File: src/rtl/rotate_arbiter_pkg.sv
// Shared types and amount arithmetic for the round-robin rotate arbiter.
// Module-level widths are derived from each instance's own parameters.
package rotate_arbiter_pkg;

    localparam int DEF_WIDTH   = 8;
    localparam int DEF_NUM_REQ = 4;
    localparam int DEF_AMT_W   = $clog2(DEF_WIDTH);
    localparam int DEF_ID_W    = $clog2(DEF_NUM_REQ);

    typedef enum logic {
        S_EMPTY = 1'b0,
        S_FULL  = 1'b1
    } state_e;

    // A right rotate by a is a left rotate by (width - a) mod width.
    function automatic int unsigned eff_amt(
        input int unsigned amt,
        input logic        dir,
        input int unsigned width
    );
        int unsigned a;
        a = amt % width;
        if (dir) begin
            return (width - a) % width;
        end
        return a;
    endfunction

endpackage

File: src/rtl/rotate_arbiter_rr.sv
// Round-robin grant search starting at a pointer and wrapping.
// Produces a one-hot grant plus its binary index.
module rr_arbiter #(
    parameter  int NUM_REQ = 4,
    localparam int ID_W    = $clog2(NUM_REQ)
) (
    input  logic [NUM_REQ-1:0] i_req,
    input  logic [ID_W-1:0]    i_ptr,
    input  logic               i_en,
    output logic [NUM_REQ-1:0] o_gnt,
    output logic [ID_W-1:0]    o_idx,
    output logic               o_any
);

    logic [ID_W-1:0] sel;

    always_comb begin
        o_gnt = '0;
        o_idx = '0;
        o_any = 1'b0;
        sel   = '0;
        for (int k = 0; k < NUM_REQ; k++) begin
            sel = ID_W'((int'(i_ptr) + k) % NUM_REQ);
            if (i_en && !o_any && i_req[sel]) begin
                o_gnt[sel] = 1'b1;
                o_idx      = sel;
                o_any      = 1'b1;
            end
        end
    end

endmodule

File: src/rtl/rotate_arbiter.sv
// Round-robin arbiter sharing one left-rotate datapath among requesters,
// with a single-entry registered result stage.
module rotate_arbiter
    import rotate_arbiter_pkg::*;
#(
    parameter  int WIDTH   = 8,
    parameter  int NUM_REQ = 4,
    localparam int AMT_W   = $clog2(WIDTH),
    localparam int ID_W    = $clog2(NUM_REQ)
) (
    input  logic                     i_clock,
    input  logic                     i_reset,
    input  logic [NUM_REQ-1:0]       i_valid,
    input  logic [NUM_REQ*WIDTH-1:0] i_data,
    input  logic [NUM_REQ*AMT_W-1:0] i_amt,
    input  logic [NUM_REQ-1:0]       i_dir,
    output logic [NUM_REQ-1:0]       o_ready,
    output logic                     o_valid,
    output logic [WIDTH-1:0]         o_data,
    output logic [ID_W-1:0]          o_id,
    input  logic                     i_ready
);

    state_e             state_q, state_d;
    logic [WIDTH-1:0]   data_q, data_d;
    logic [ID_W-1:0]    id_q, id_d;
    logic [ID_W-1:0]    ptr_q, ptr_d;

    logic               can_accept;
    logic [NUM_REQ-1:0] gnt;
    logic [ID_W-1:0]    gnt_idx;
    logic               gnt_any;

    logic [WIDTH-1:0]   sel_data;
    logic [AMT_W-1:0]   sel_amt;
    logic               sel_dir;
    logic [AMT_W-1:0]   rot_amt;
    logic [2*WIDTH-1:0] rot_dbl;
    logic [WIDTH-1:0]   rot_data;

    assign can_accept = (state_q == S_EMPTY) || i_ready;

    rr_arbiter #(
        .NUM_REQ (NUM_REQ)
    ) u_arb (
        .i_req (i_valid),
        .i_ptr (ptr_q),
        .i_en  (can_accept && !i_reset),
        .o_gnt (gnt),
        .o_idx (gnt_idx),
        .o_any (gnt_any)
    );

    always_comb begin
        sel_data = '0;
        sel_amt  = '0;
        sel_dir  = 1'b0;
        for (int n = 0; n < NUM_REQ; n++) begin
            if (gnt[n]) begin
                sel_data = i_data[n*WIDTH +: WIDTH];
                sel_amt  = i_amt[n*AMT_W +: AMT_W];
                sel_dir  = i_dir[n];
            end
        end
    end

    // Single shared rotator: upper half of the doubled word after a left shift.
    always_comb begin
        rot_amt  = AMT_W'(eff_amt(32'(sel_amt), sel_dir, unsigned'(WIDTH)));
        rot_dbl  = {sel_data, sel_data} << rot_amt;
        rot_data = rot_dbl[2*WIDTH-1 -: WIDTH];
    end

    always_comb begin
        state_d = state_q;
        data_d  = data_q;
        id_d    = id_q;
        ptr_d   = ptr_q;
        if (gnt_any) begin
            state_d = S_FULL;
            data_d  = rot_data;
            id_d    = gnt_idx;
            ptr_d   = (gnt_idx == ID_W'(NUM_REQ - 1)) ? '0 : gnt_idx + 1'b1;
        end else if (state_q == S_FULL && i_ready) begin
            state_d = S_EMPTY;
        end
    end

    always_ff @(posedge i_clock) begin
        if (i_reset) begin
            state_q <= S_EMPTY;
            data_q  <= '0;
            id_q    <= '0;
            ptr_q   <= '0;
        end else begin
            state_q <= state_d;
            data_q  <= data_d;
            id_q    <= id_d;
            ptr_q   <= ptr_d;
        end
    end

    assign o_ready = gnt;
    assign o_valid = (state_q == S_FULL);
    assign o_data  = data_q;
    assign o_id    = id_q;

endmodule

File: config.mk
export PLATFORM = sky130hd
export DESIGN_NAME = rotate_arbiter
export DESIGN_NICKNAME = d
export VERILOG_FILES = /design/src/rtl/rotate_arbiter_pkg.sv /design/src/rtl/rotate_arbiter_rr.sv /design/src/rtl/rotate_arbiter.sv
export SDC_FILE = /design/constraint.sdc
export NUM_CORES = 1
export LEC_CHECK = 0
export CORE_MARGIN = 2
export CORE_UTILIZATION = 35
export DETAILED_ROUTE_END_ITERATION = 10
export GPL_TIMING_DRIVEN = 1
export PLACE_DENSITY = 0.74
export SLEW_MARGIN = 40
export SYNTH_ARGS = -nofsm -noshare
export SYNTH_HDL_FRONTEND = slang
export SYNTH_SLANG_ARGS = --single-unit
File: constraint.sdc
create_clock -name i_clock -period 5.81 [get_ports i_clock]
set_input_delay 0.581 -clock i_clock [delete_from_list [all_inputs] [get_ports i_clock]]
set_output_delay 0.581 -clock i_clock [all_outputs]
set_load 0.01 [all_outputs]
==> results of run 1 <==
==> synth_stat cells (2+ instances only) <==
cell	instances
sky130_fd_sc_hd__a21oi_1	25
sky130_fd_sc_hd__mux2i_1	20
sky130_fd_sc_hd__nor2_1	20
sky130_fd_sc_hd__dfxtp_1	13
sky130_fd_sc_hd__a211oi_1	12
sky130_fd_sc_hd__inv_1	12
sky130_fd_sc_hd__nand2_1	12
sky130_fd_sc_hd__a221oi_1	9
sky130_fd_sc_hd__a22oi_1	9
sky130_fd_sc_hd__ha_1	8
sky130_fd_sc_hd__buf_2	6
sky130_fd_sc_hd__nand3b_1	6
sky130_fd_sc_hd__clkbuf_1	4
sky130_fd_sc_hd__mux4_2	4
sky130_fd_sc_hd__buf_6	3
sky130_fd_sc_hd__nand2b_1	3
sky130_fd_sc_hd__a211o_1	2
sky130_fd_sc_hd__a211oi_2	2
sky130_fd_sc_hd__a311oi_2	2
sky130_fd_sc_hd__and2_1	2
sky130_fd_sc_hd__nand3_1	2
sky130_fd_sc_hd__nor3_1	2
sky130_fd_sc_hd__o21ai_0	2
sky130_fd_sc_hd__xnor2_4	2
==> power breakdown <==
part           switching, mW  internal, mW
Sequential            0.0256         0.124
Clock                 0.0306        0.0483
Combinational          0.224         0.235
==> registers in the layout, summed over array words and instances, names as in the netlist <==
name	count
o_data	8
o_valid	1
ptr_q	2
o_id	2
==> metal layers <==
metal  vias to the layer above  track usage
li1                        893            -
met1                       836        0.226
met2                        37        0.322
met3                         0       0.0274
met4                         0       0.0121
met5                         -            0
==> per-stage QoR <==
| stage | std cells | power [mW] | worst slack, ps |
|---|---|---|---|
| 3_3_place_gp | 315 | 0.604 | 1120 |
| 2_1_floorplan | 203 | 0.457 | 1780 |
| 3_5_place_dp | 315 | 0.609 | 960 |
| 6_report | 319 | 0.686 | 978 |
| 4_1_cts | 319 | 0.692 | 948 |
| 5_1_grt | 319 | 0.747 | 376 |
==> placed cells by master, fill, tap and decap left out, types with 2 or more instances in the layout <==
| cell | n |
|---|---|
| sky130_fd_sc_hd__a211o_1 | 2 |
| sky130_fd_sc_hd__a211oi_1 | 12 |
| sky130_fd_sc_hd__a211oi_2 | 2 |
| sky130_fd_sc_hd__a21oi_1 | 25 |
| sky130_fd_sc_hd__a221oi_1 | 9 |
| sky130_fd_sc_hd__a22oi_1 | 9 |
| sky130_fd_sc_hd__a311oi_2 | 2 |
| sky130_fd_sc_hd__and2_1 | 2 |
| sky130_fd_sc_hd__buf_4 | 4 |
| sky130_fd_sc_hd__clkbuf_8 | 3 |
| sky130_fd_sc_hd__clkdlybuf4s50_1 | 69 |
| sky130_fd_sc_hd__dfxtp_1 | 13 |
| sky130_fd_sc_hd__ha_1 | 8 |
| sky130_fd_sc_hd__inv_1 | 12 |
| sky130_fd_sc_hd__mux2i_1 | 20 |
| sky130_fd_sc_hd__mux4_2 | 4 |
| sky130_fd_sc_hd__nand2_1 | 12 |
| sky130_fd_sc_hd__nand2b_1 | 3 |
| sky130_fd_sc_hd__nand3_1 | 2 |
| sky130_fd_sc_hd__nand3b_1 | 6 |
| sky130_fd_sc_hd__nor2_1 | 20 |
| sky130_fd_sc_hd__nor3_1 | 2 |
| sky130_fd_sc_hd__o21ai_0 | 2 |
| sky130_fd_sc_hd__xnor2_4 | 2 |
==> worst max-delay path, delay by kind of cell (launching register included) <==
kind                     cells  cell delay, ps
AO/OA/AOI/OAI                5            1730
XOR/XNOR                     1             380
adder cells (fa/ha/maj)      1             560
buffers and inverters        2             560
flip-flops                   1             680
multiplexers                 3             660
AND/OR/NAND/NOR              2             170
==> logic make-up after synthesis <==
logic type	share of synthesized area
AOI/OAI and AO/OA	0.337
xor gates and xnor gates	0.0327
adders and majority gates	0.0594
buffers and inverters	0.0802
DFF	0.154
muxes	0.179
and+or+nand+nor	0.157
==> worst max path at each step <==
stage | cells past startpoint | start | slack, ps | to
finish | 14 | ptr_q[0]$_SDFFE_PP0P_ | 980 | o_data[0]$_SDFFE_PP0P_
global route | 14 | ptr_q[0]$_SDFFE_PP0P_ | 380 | o_data[7]$_SDFFE_PP0P_
CTS | 14 | ptr_q[0]$_SDFFE_PP0P_ | 950 | o_data[6]$_SDFFE_PP0P_
detailed placement | 14 | ptr_q[0]$_SDFFE_PP0P_ | 960 | o_data[5]$_SDFFE_PP0P_
global placement | 14 | ptr_q[0]$_SDFFE_PP0P_ | 1120 | o_data[7]$_SDFFE_PP0P_
floorplan | 15 | ptr_q[0]$_SDFFE_PP0P_ | 1780 | o_data[0]$_SDFFE_PP0P_
==> final cells by class <==
type,count,area (sq um),share of cell area
Timing Repair Buffer,73,721,0.296
Multi-Input combinational cell,163,1300,0.533
Inverter,12,45.0,0.0185
Clock buffer,4,45.0,0.0185
Tap cell,54,67.6,0.0277
Sequential cell,13,260,0.107
==> flow_summary.rst, run 1 <==
.. list-table::
   :header-rows: 1

   * - Metric
     - Value
   * - Wire length reported by the detailed router
     - 4430 um
   * - Die footprint
     - between 0.005 and 0.006 sq mm
   * - Critical path's slowest cell
     - sky130_fd_sc_hd__dfxtp_1
   * - Cell repeated most along the worst path
     - sky130_fd_sc_hd__mux2i_1
   * - Final global-route overflow total
     - 0
   * - Core Rows
     - 25
   * - Total power per unit cell area
     - between 200 and 300 mW/mm^2
   * - Startpoint class of the critical path
     - flip-flop
   * - Wire length of the first global-routing pass
     - between 7000 and 8000 um
   * - Synthesis-stage register bit count
     - 13
   * - Transition time at the pin with the least slew margin
     - ~670 ps
   * - Number of buffers inserted during clock tree synthesis
     - 3
   * - Number of instances in the synthesized netlist
     - 203
   * - Worst reg-to-reg setup slack
     - around 980 ps
   * - Worst r2r path cells
     - 14
   * - Post-Synthesis Mean Instance Area
     - 8.30 sq um
   * - Clock Root Buffer
     - sky130_fd_sc_hd__clkbuf_8
   * - Part of the Yosys area used for sequential elements
     - 0.154
   * - Endpoint with the worst hold slack
     - o_id[0]$_SDFFE_PP0P_
   * - Number of hold-slack violations in the final timing report
     - 0
   * - Number of max-capacitance violations reported
     - 0
   * - Met1 wire length
     - a little under 2000 um
   * - FMAX
     - around 0.21 GHz
   * - Number of hold buffers added after CTS
     - 0
   * - Setup fix buffers added after clock tree synthesis
     - 0
   * - Clock-pin slew of the registers on the worst-case setup and hold paths
     - 50 ps
   * - Worst min-delay path startpoint
     - o_id[0]$_SDFFE_PP0P_
   * - DIE WIDTH
     - 73.4 um
   * - Endpoint kind of the worst setup timing path
     - flip-flop
   * - DPL Wire Length
     - roughly 3500 um
   * - Required time of the worst setup path
     - 5950 ps
   * - Fraction of layout cells with a size suffix above 1
     - 0.0868
   * - Die Height
     - ~73 um
   * - Insertion delay of the later-clocked pin in the worst-skew pair
     - roughly 240 ps
   * - DRC marker count from the first detailed-route iteration
     - between 100 and 150
   * - Final non-filler cell area
     - 0.00244 sq mm
   * - Via count of the first global-routing pass
     - 1777
   * - Net count of the mapped netlist
     - ~270
   * - Starting utilization of the core area
     - 0.359
   * - RSZ-0062 raised after global routing
     - no
   * - Worst path max stage delay
     - 680 ps
   * - DRC errors left
     - 0
   * - Cell taking the most area after synthesis
     - sky130_fd_sc_hd__dfxtp_1
   * - Routed length on met3
     - between 150 and 200 um
   * - Clock H-tree levels
     - 1
   * - Type of the setup path with the least slack
     - flip-flop to flip-flop
   * - Count of vias placed by the detailed router
     - 1766
   * - Relative slew slack
     - 0.553
   * - Hold-critical path depth
     - 2
   * - IO Port Bufs
     - 69
   * - Count of instances resized after the clock tree is built
     - 0
   * - Growth of design area from synthesis to finish
     - 44.5%
   * - Final setup violating endpoints
     - 0
   * - 1st-pass router iterations
     - 5
   * - Highest Signal Layer
     - met3
   * - Placed standard-cell area
     - ~0.0024 sq mm
   * - Pin count of the biggest net entering global routing
     - 26
   * - Prevailing post-synth register cell
     - sky130_fd_sc_hd__dfxtp_1
   * - TritonCTS sink count
     - 13
   * - Number of library cell types mapped by synthesis
     - 45
   * - Vias per cell
     - ~5.5
   * - Final Skew
     - ~5.7 ps
   * - Residual antenna-violating net count after detailed routing
     - 0
   * - IO Count
     - 70
   * - Total count of max-transition violations in the final report
     - 0
   * - Reported leakage power
     - roughly 0.98 nW
   * - Total of warnings raised by yosys
     - 0
   * - Fill cell total of the finished layout
     - 462
   * - CTS tree
     - yes
   * - Core Region
     - about 0.0047 sq mm
   * - Initial antenna violation count
     - 0
   * - Data arrival time of the critical path
     - just under 5000 ps
   * - Share of the synthesized area in the top cell type
     - 0.154
   * - Antenna fix cells
     - 0
   * - Detail-routed net length per standard cell
     - 13.9 um
   * - Post-synth EDFFs
     - 0
   * - Max Root-Sink Buffers
     - 2
   * - Fraction of registers with async set or reset after synthesis
     - 0
   * - Final Util
     - 0.519
   * - VDD IR max
     - 0.000204 V
   * - Cells taking the most area after synthesis
     - sky130_fd_sc_hd__dfxtp_1 (15%), sky130_fd_sc_hd__mux2i_1 (12%), sky130_fd_sc_hd__a21oi_1 (7.4%)
   * - Cell area after synthesis
     - around 0.0017 sq mm
   * - Chain of cells forming the critical path
     - inv_1 -> ha_1 -> mux2i_1 -> nand2_1 -> o32ai_1 -> a211oi_2 -> inv_1 -> nand2_1 -> a311oi_1 -> o22ai_2 -> xnor2_4 -> mux2i_1 -> mux2i_1 -> a221oi_1
   * - Crit Reg-Reg Endpoint
     - o_data[0]$_SDFFE_PP0P_
   * - Part of the cycle the worst path needs
     - 0.832
   * - Fin nets
     - approximately 330
   * - Type of the most critical hold path
     - flip-flop to flip-flop
   * - Time the final worst path needs with I/O delays and setup
     - between 4000 and 5000 ps
   * - Global Route Usage Sum
     - 0.176
   * - Worst flop-to-flop path startpoint
     - ptr_q[0]$_SDFFE_PP0P_
   * - Worst Hold Margin
     - approximately 460 ps
   * - Outcome
     - completed
   * - Met2 routed wirelength
     - about 2300 um
   * - Gpl congestion
     - approximately 0.87
   * - Critical-path maximum fanout
     - 15
   * - Setup TNS
     - 0 ps
Note: power is estimated with default switching activity, not from simulation.
==> run 2: changes to the inputs <==
==> constraint.sdc (replaced) <==
create_clock -name i_clock -period 4.6 [get_ports i_clock]
set_input_delay 0.46 -clock i_clock [delete_from_list [all_inputs] [get_ports i_clock]]
set_output_delay 0.46 -clock i_clock [all_outputs]
set_load 0.01 [all_outputs]
==> flow_summary.rst, run 2 (same netlist as run 1, synthesis figures left out) <==
.. list-table::
   :header-rows: 1

   * - Metric
     - Value
   * - Worst min-delay path startpoint
     - o_id[0]$_SDFFE_PP0P_
   * - Clock H-tree levels
     - 1
   * - Time the final worst path needs with I/O delays and setup
     - around 4100 ps
   * - Number of max-capacitance violations reported
     - 0
   * - Starting utilization of the core area
     - 0.359
   * - Fraction of power spent switching nets
     - 0.411
   * - Total count of max-transition violations in the final report
     - 0
   * - Commonest cells after routing, fill and taps aside
     - sky130_fd_sc_hd__clkdlybuf4s50_1 (69), sky130_fd_sc_hd__a21oi_1 (25), sky130_fd_sc_hd__nor2_1 (20), sky130_fd_sc_hd__mux2i_1 (20), sky130_fd_sc_hd__dfxtp_1 (13)
   * - Pin count of the biggest net entering global routing
     - 20
   * - Global Route Usage Sum
     - 0.171
   * - 1st-pass router iterations
     - 4
   * - Via count of the first global-routing pass
     - 1733
   * - DRC errors left
     - 0
   * - Worst flop-to-flop path startpoint
     - ptr_q[0]$_SDFFE_PP0P_
   * - Max Root-Sink Buffers
     - 2
   * - FMAX
     - approximately 0.24 GHz
   * - Number of hold buffers added after CTS
     - 0
   * - Power share of the sequential group
     - 0.205
   * - Core Rows
     - 25
   * - Reported leakage power
     - ~1.0 nW
   * - Number of flip-flops in the largest register
     - 8
   * - Wire length reported by the detailed router
     - approximately 4600 um
   * - Die Height
     - between 70 and 80 um
   * - TritonCTS sink count
     - 13
   * - Residual antenna-violating net count after detailed routing
     - 0
   * - VDD IR max
     - about 0.00028 V
   * - DIE WIDTH
     - around 73 um
   * - Number of hold-slack violations in the final timing report
     - 0
   * - DRC marker count from the first detailed-route iteration
     - between 50 and 60
   * - Final Skew
     - between 3 and 4 ps
   * - Clk pwr share
     - 0.115
   * - Hold-critical path depth
     - 2
   * - Overall power
     - 0.882 mW
   * - Insertion delay of the later-clocked pin in the worst-skew pair
     - between 200 and 250 ps
   * - Worst reg-to-reg setup slack
     - 470 ps
   * - Initial antenna violation count
     - 0
   * - Routed length on met3
     - about 230 um
   * - Type of the setup path with the least slack
     - flip-flop to flip-flop
   * - RSZ-0062 raised after global routing
     - no
   * - Data arrival time of the critical path
     - about 4300 ps
   * - Fin nets
     - 333
   * - Detail-routed net length per standard cell
     - 14.2 um
   * - Most frequent standard cell in the layout excluding fill and tap cells
     - sky130_fd_sc_hd__clkdlybuf4s50_1
   * - Outcome
     - completed
   * - Relative slew slack
     - 0.665
   * - Fraction of layout cells with a size suffix above 1
     - 0.100
   * - Growth of design area from synthesis to finish
     - 46.3%
   * - DPL Wire Length
     - around 3700 um
   * - CTS tree
     - yes
   * - Clock-pin slew of the registers on the worst-case setup and hold paths
     - about 60 ps
   * - Worst r2r path cells
     - 13
   * - Count of instances resized after the clock tree is built
     - 0
   * - Setup fix buffers added after clock tree synthesis
     - 0
   * - Met2 routed wirelength
     - 2350 um
   * - Endpoint kind of the worst setup timing path
     - flip-flop
   * - Fill cell total of the finished layout
     - roughly 450
   * - Worst Hold Margin
     - ~460 ps
   * - Internal Power
     - 0.519 mW
   * - Final global-route overflow total
     - 0
   * - Placed standard-cell area
     - approximately 0.0024 sq mm
   * - Highest Signal Layer
     - met4
   * - Count of vias placed by the detailed router
     - ~1800
   * - Type of the most critical hold path
     - flip-flop to flip-flop
   * - Wire length of the first global-routing pass
     - between 7000 and 8000 um
   * - Met1 wire length
     - around 2000 um
   * - Antenna fix cells
     - 0
   * - Endpoint with the worst hold slack
     - o_id[0]$_SDFFE_PP0P_
   * - Transition time at the pin with the least slew margin
     - between 400 and 500 ps
   * - Die footprint
     - ~0.0054 sq mm
   * - Crit Reg-Reg Endpoint
     - o_data[2]$_SDFFE_PP0P_
   * - Final non-filler cell area
     - around 0.0025 sq mm
   * - Final setup violating endpoints
     - 0
   * - Psw
     - 0.363 mW
   * - Vias per cell
     - approximately 5.6
   * - Gpl congestion
     - just over 0.8
   * - Startpoint class of the critical path
     - flip-flop
   * - Clock Root Buffer
     - sky130_fd_sc_hd__clkbuf_8
   * - Part of the cycle the worst path needs
     - 0.897
   * - Setup TNS
     - 0 ps
   * - Core Region
     - ~0.0047 sq mm
   * - Required time of the worst setup path
     - 4740 ps
   * - IO Port Bufs
     - between 60 and 70
   * - Total power per unit cell area
     - about 360 mW/mm^2
   * - Combinational Power Share
     - 0.680
   * - Critical-path maximum fanout
     - 10
   * - IO Count
     - 70
   * - Number of buffers inserted during clock tree synthesis
     - 3
==> run 2: layout make-up <==
class,instances,area [sq um],area share
multi-input cells,163,1300,0.526
flip-flops and latches,13,260,0.106
repair buffers,77,751,0.304
inverters,12,45.0,0.0183
well taps,54,67.6,0.0274
clock buffers,4,45.0,0.0183
==> run 2: power by group through the flow <==
stage | Clock, mW | Sequential [mW] | Combinational [mW]
2_1_floorplan | 0 | 0.199 | 0.377
3_3_place_gp | 0 | 0.183 | 0.589
3_5_place_dp | 0 | 0.183 | 0.598
4_1_cts | 0.103 | 0.181 | 0.602
5_1_grt | 0.110 | 0.186 | 0.655
6_report | 0.102 | 0.181 | 0.600
==> run 2: metrics by stage <==
step / std cells / util / setup slack (ps)
after floorplan: 203 / - / 565
after global placement: 319 / 0.516 / 339
after detailed placement: 319 / 0.516 / 249
after CTS: 323 / 0.526 / 454
after global routing: 323 / 0.526 / 56.8
final: 323 / 0.526 / 475
==> run 2: worst max-delay path by stage <==
stage                               start                endpoint  slack (ps)
CTS                 ptr_q[0]$_SDFFE_PP0P_  o_data[1]$_SDFFE_PP0P_         450
global placement               i_valid[2]  o_data[0]$_SDFFE_PP0P_         340
global route        ptr_q[0]$_SDFFE_PP0P_  o_data[2]$_SDFFE_PP0P_          60
finish              ptr_q[0]$_SDFFE_PP0P_  o_data[2]$_SDFFE_PP0P_         470
floorplan           ptr_q[0]$_SDFFE_PP0P_  o_data[0]$_SDFFE_PP0P_         570
detailed placement             i_valid[1]  o_data[1]$_SDFFE_PP0P_         250
==> run 2: routing by layer <==
metal | global-route usage | vias to the layer above
li1 | - | 907
met1 | 0.209 | 834
met2 | 0.311 | 49
met3 | 0.0384 | 7
met4 | 0.0222 | 0
met5 | 0 | -
==> run 2: critical path, stage by stage, from the launching register on <==
cell	delay [ps]
sky130_fd_sc_hd__dfxtp_1	330
sky130_fd_sc_hd__inv_1	110
sky130_fd_sc_hd__ha_1	510
sky130_fd_sc_hd__mux4_2	480
sky130_fd_sc_hd__nand3b_1	130
sky130_fd_sc_hd__a21oi_1	80
sky130_fd_sc_hd__a311oi_2	480
sky130_fd_sc_hd__nor2_1	80
sky130_fd_sc_hd__a311oi_1	470
sky130_fd_sc_hd__o22ai_2	220
sky130_fd_sc_hd__xnor2_4	390
sky130_fd_sc_hd__mux2i_1	300
sky130_fd_sc_hd__mux2i_1	140
sky130_fd_sc_hd__a221oi_1	320
==> run 3: changes to the inputs <==
--- a/config.mk
+++ b/config.mk
@@ -5,6 +5,7 @@
 export SDC_FILE = /design/constraint.sdc
 export NUM_CORES = 1
 export LEC_CHECK = 0
+export CAP_MARGIN = 20
 export CORE_MARGIN = 2
 export CORE_UTILIZATION = 35
 export DETAILED_ROUTE_END_ITERATION = 10
==> results of run 3 <==
No change in the layout: final DEF, timing and power equal those of run 2.
